===== src/rtl/clock_divider_pkg.sv =====
// Shared types and helpers for the multi-channel programmable clock divider.
package clock_divider_pkg;

  typedef enum logic {CH_IDLE, CH_RUN} ch_state_t;

  localparam int MIN_DIV   = 2;
  localparam int MAX_CNT_W = 32;

  // High time of a period, one bit wider than any supported divisor so D+1 cannot overflow.
  function automatic logic [MAX_CNT_W:0] half_period(input logic [MAX_CNT_W-1:0] d);
    return ({1'b0, d} + 1'b1) >> 1;
  endfunction

endpackage


===== src/rtl/clock_divider_ch.sv =====
// One divider channel: shadow divisor, period counter, divided clock, period strobe and error flag.
module clock_divider_ch
  import clock_divider_pkg::*;
#(
  parameter int CNT_W = 16
) (
  input  logic             clk_in,
  input  logic             rst,
  input  logic             en,
  input  logic [CNT_W-1:0] div,
  input  logic             sync,
  output logic             clk_out,
  output logic             tick,
  output logic             div_err
);

  localparam int WIDE = MAX_CNT_W + 1;

  ch_state_t        state, state_nxt;
  logic [CNT_W-1:0] cnt, cnt_nxt;
  logic [CNT_W-1:0] d_reg, d_nxt;
  logic             clk_nxt, tick_nxt, err_nxt;
  logic             div_ok, wrap;
  logic [WIDE-1:0]  cnt_inc, high_len;

  assign div_ok   = (div >= CNT_W'(MIN_DIV));
  assign wrap     = (cnt == d_reg - 1'b1);
  assign cnt_inc  = WIDE'(cnt) + 1'b1;
  assign high_len = half_period(MAX_CNT_W'(d_reg));

  always_ff @(posedge clk_in) begin
    if (rst) begin
      state   <= CH_IDLE;
      cnt     <= '0;
      d_reg   <= '0;
      clk_out <= 1'b0;
      tick    <= 1'b0;
      div_err <= 1'b0;
    end else begin
      state   <= state_nxt;
      cnt     <= cnt_nxt;
      d_reg   <= d_nxt;
      clk_out <= clk_nxt;
      tick    <= tick_nxt;
      div_err <= err_nxt;
    end
  end

  always_comb begin
    state_nxt = state;
    cnt_nxt   = cnt;
    d_nxt     = d_reg;
    clk_nxt   = clk_out;
    tick_nxt  = 1'b0;
    err_nxt   = div_err;
    unique case (state)
      CH_IDLE: begin
        cnt_nxt = '0;
        clk_nxt = 1'b0;
        if (en) begin
          if (div_ok) begin
            d_nxt     = div;
            clk_nxt   = 1'b1;
            tick_nxt  = 1'b1;
            err_nxt   = 1'b0;
            state_nxt = CH_RUN;
          end else begin
            err_nxt = 1'b1;
          end
        end
      end
      CH_RUN: begin
        // A disabled channel only stops at its period end; sync never cuts a stopping period short.
        if (wrap && !en) begin
          state_nxt = CH_IDLE;
          cnt_nxt   = '0;
          clk_nxt   = 1'b0;
        end else if (en && (wrap || sync)) begin
          cnt_nxt  = '0;
          clk_nxt  = 1'b1;
          tick_nxt = 1'b1;
          if (div_ok) begin
            d_nxt   = div;
            err_nxt = 1'b0;
          end else begin
            err_nxt = 1'b1;
          end
        end else begin
          cnt_nxt = cnt_inc[CNT_W-1:0];
          clk_nxt = (cnt_inc < high_len);
        end
      end
      default: state_nxt = CH_IDLE;
    endcase
  end

endmodule


===== src/rtl/clock_divider_multi.sv =====
// Multi-channel runtime-programmable clock divider: independent channels sharing reset and phase-align.
module clock_divider_multi
  import clock_divider_pkg::*;
#(
  parameter int NUM_CH = 2,
  parameter int CNT_W  = 16
) (
  input  logic                    clk_in,
  input  logic                    rst,
  input  logic [NUM_CH-1:0]       en,
  input  logic [NUM_CH*CNT_W-1:0] div,
  input  logic                    sync,
  output logic [NUM_CH-1:0]       clk_out,
  output logic [NUM_CH-1:0]       tick,
  output logic [NUM_CH-1:0]       div_err
);

  for (genvar i = 0; i < NUM_CH; i++) begin : g_ch
    clock_divider_ch #(
      .CNT_W(CNT_W)
    ) u_ch (
      .clk_in (clk_in),
      .rst    (rst),
      .en     (en[i]),
      .div    (div[i*CNT_W +: CNT_W]),
      .sync   (sync),
      .clk_out(clk_out[i]),
      .tick   (tick[i]),
      .div_err(div_err[i])
    );
  end

endmodule


===== config.mk =====
export PLATFORM = sky130hd
export DESIGN_NAME = clock_divider_multi
export DESIGN_NICKNAME = d
export VERILOG_FILES = /design/src/rtl/clock_divider_pkg.sv /design/src/rtl/clock_divider_ch.sv /design/src/rtl/clock_divider_multi.sv
export SDC_FILE = /design/constraint.sdc
export NUM_CORES = 1
export LEC_CHECK = 0
export ABC_AREA = 1
export ABC_CLOCK_PERIOD_IN_PS = 4300
export CAP_MARGIN = 20
export CORE_ASPECT_RATIO = 0.6
export CORE_MARGIN = 2
export CORE_UTILIZATION = 30
export DETAILED_ROUTE_END_ITERATION = 7
export DONT_BUFFER_PORTS = 1
export GPL_TIMING_DRIVEN = 0
export PLACE_DENSITY = 0.47
export SYNTH_ARGS = -nofsm -noshare
export SYNTH_HDL_FRONTEND = slang
export SYNTH_SLANG_ARGS = --single-unit
export TNS_END_PERCENT = 5

===== constraint.sdc =====
create_clock -name clk_in -period 4.3 [get_ports clk_in]
set_input_delay 0.43 -clock clk_in [delete_from_list [all_inputs] [get_ports clk_in]]
set_output_delay 0.43 -clock clk_in [all_outputs]
set_load 0.005 [all_outputs]

==> flow_summary.ini <==
[status]
outcome = finished, final reports clean

[sta]
max_freq_ghz = 0.311
worst_slack_ps = 1080
finClkSkew_ps = 7.07
tns_ps = 0
fin_crit_sh_pct = 74.8
finalSetupViolations = 0
period_minus_slack_ps = 3220
tightest_slew_ps = 579
finalMaxSlewViolations = 0
finalHoldViolations = 0
rsz0062_at_grt = false
relSlewSlack_pct = 61.4

[yosys]
syn-num-nets = 994
ys_seq_area_share_pct = 24.3
synth_top_cell_area_share_pct = 24.3
synthArstFlopShare_pct = 0
syn_area_um2 = 5920
synth_cells = 921
ys.flop_type = dfxtp_1
ys_ff_latch = 72
syn_avg_cell_area_um2 = 6.43
synth.distinct_cells = 37
yosys_warnings = 0
yosysTopAreaCell = dfxtp_1
synth.area.top_cells = dfxtp_1, nand2_1, inv_1
synth_edf_count = 0

[worst_setup_path]
path_max_fanout = 4
rr_endpoint = g_ch[1].u_ch.clk_out$_SDFF_PP0_
rr_worst_depth = 15
crit_required_ps = 4530
worstSetupStartpointType = flip-flop
rrSetupSlack_ps = 1080
crit_type = flip-flop to flip-flop
r2r-start = g_ch[1].u_ch.d_reg[0]$_SDFFE_PP0P_
cp.arrival_ps = 3440
cp-end-kind = flip-flop

[die]
fp.dieW_um = 185
die-area_um2 = 20900
start_util_pct = 30.9
coreArea_um2 = 19200
rows = 39
io_pins = 43
chipHeight_um = 113

[power]
ir_worst_vdd_mv = 0.187
power_mw = 2.06
p_leak_nw = 3.07
power_density_nw_per_um2 = 313

[placed_design]
post_dp_cell_area_um2 = 6250
dp_hpwl_um = 13700
gp_congestion = 0.818
io_buffer_count = 0
place_ws_ps = 1120

[detailed_routing]
ant_nets = 0
drtIter0Drc = 383
viasPerCell = 4.44
first_pass_iters = 5
via_count = 5343
remaining_drc_errors = 0
wl_per_cell_um = 13.9
wl_um = 16700

[cts]
cts_buffers = 9
clk_pin_slew_ps = 60
cts_max_level = 3
clk_path_buf_depth = 2
clkLatencyLatePin_ps = 340
cts_tree = done
cts_hold_buf = 0
cts-resized-gates = 0
clkSinkCount = 72
cts_root_buf = clkbuf_16
postCtsSetupBuffers = 0

[worst_hold_path]
hold_end = g_ch[1].u_ch.tick$_SDFF_PP0_
min_path_type = primary input to flip-flop
hold_depth = 1
hp-start = rst

[global_route]
grt_pass1_vias = 5088
grt_pass1_wl_um = 27700
antenna_found_initial = 0
grt_usage_pct = 17.2
gr-total-overflow = 0
grt_max_degree = 14

[final_layout]
synthToLayoutAreaGrowth_pct = 11.5
fin_area_um2 = 6600
drive_above_1_share_pct = 8.32
utilization_pct = 34.4
antenna_cells = 0
nFillCells = 2109
final_common_cell = nand2_1
layout_common_cells = nand2_1, inv_1, nor2_1
nets = 1005

[run]
maxCapViolCount = 0
-- worst max-delay path, cell delays in order, from the launching register on --
cell,delay (ps)
dfxtp_1,430
inv_1,140
nor3_1,420
nand3_1,220
nor3_2,210
nand3_1,160
nor3_1,240
nand2_1,100
xor2_1,160
ha_1,300
nand4_1,120
nor2_1,140
nand3_1,90
nand3_1,120
nand3_1,70
and2_1,180
-- routing by layer --
metal  GRT usage [%]  wire (um)
met1            30.2      10500
met2            20.1       5250
met3            2.93        779
met4            3.17        111
met5               0          0
-- cells in the mapped netlist, types with 5 or more instances --
cell and number:
buf_4 9, inv_1 140, o21ai_0 12, o21ai_1 5, clkbuf_1 11, nor3_1 19, nand4_1 12, dfxtp_1 72
nor4_1 9, xor2_1 56, buf_6 7, nand3_1 74, a21oi_1 46, xnor2_1 18, nor2_2 8, nand3b_1 5
nand3_2 6, nand2_1 188, ha_1 36, nor2_1 140, buf_2 11
-- how the worst max path moves through the flow --
stage	cells after the start	slack (ps)	to	start
after global routing	15	740	g_ch[1].u_ch.clk_out$_SDFF_PP0_	g_ch[1].u_ch.d_reg[0]$_SDFFE_PP0P_
final	15	1080	g_ch[1].u_ch.clk_out$_SDFF_PP0_	g_ch[1].u_ch.d_reg[0]$_SDFFE_PP0P_
after global placement	15	1110	g_ch[1].u_ch.clk_out$_SDFF_PP0_	g_ch[1].u_ch.d_reg[0]$_SDFFE_PP0P_
after CTS	15	1100	g_ch[1].u_ch.clk_out$_SDFF_PP0_	g_ch[1].u_ch.d_reg[0]$_SDFFE_PP0P_
after detailed placement	15	1120	g_ch[1].u_ch.clk_out$_SDFF_PP0_	g_ch[1].u_ch.d_reg[0]$_SDFFE_PP0P_
after floorplan	17	1700	g_ch[0].u_ch.clk_out$_SDFF_PP0_	g_ch[0].u_ch.d_reg[1]$_SDFFE_PP0P_
-- power breakdown --
group	total (mW)	leakage [nW]	internal, mW	switching, mW
Clock	0.886	0.166	0.568	0.318
Combinational	0.442	2.31	0.167	0.275
Sequential	0.738	0.591	0.701	0.0364
Total	2.06	3.07	1.44	0.629
-- logic make-up (layout without fill, tap and decap cells) --
family          count (synthesis)  after routing  synth area share (%)
compound gates                 75             75                  6.89
xor+xnor                       74             74                  10.9
fa+ha+maj                      36             36                  7.61
buf+inv                       183            199                  13.3
flops                          72             72                  24.3
simple gates                  481            481                  36.9
-- metrics by stage --
stage	hold slack, ps	std cells
3_5_place_dp	481	1187
2_1_floorplan	452	921
5_1_grt	148	1203
4_1_cts	145	1203
6_report	161	1203
3_3_place_gp	482	1187
-- cell type report --
cell class                      instances  area (um^2)  area share [%]
Multi-Input combinational cell        666         3690            55.9
Sequential cell                        72         1440            21.8
Inverter                              144          541            8.19
Tap cell                              266          333            5.04
Buffer                                 39          248            3.75
Clock buffer                            9          225            3.41
Clock inverter                          7          120            1.82
Power figures use the tool's default switching activity.
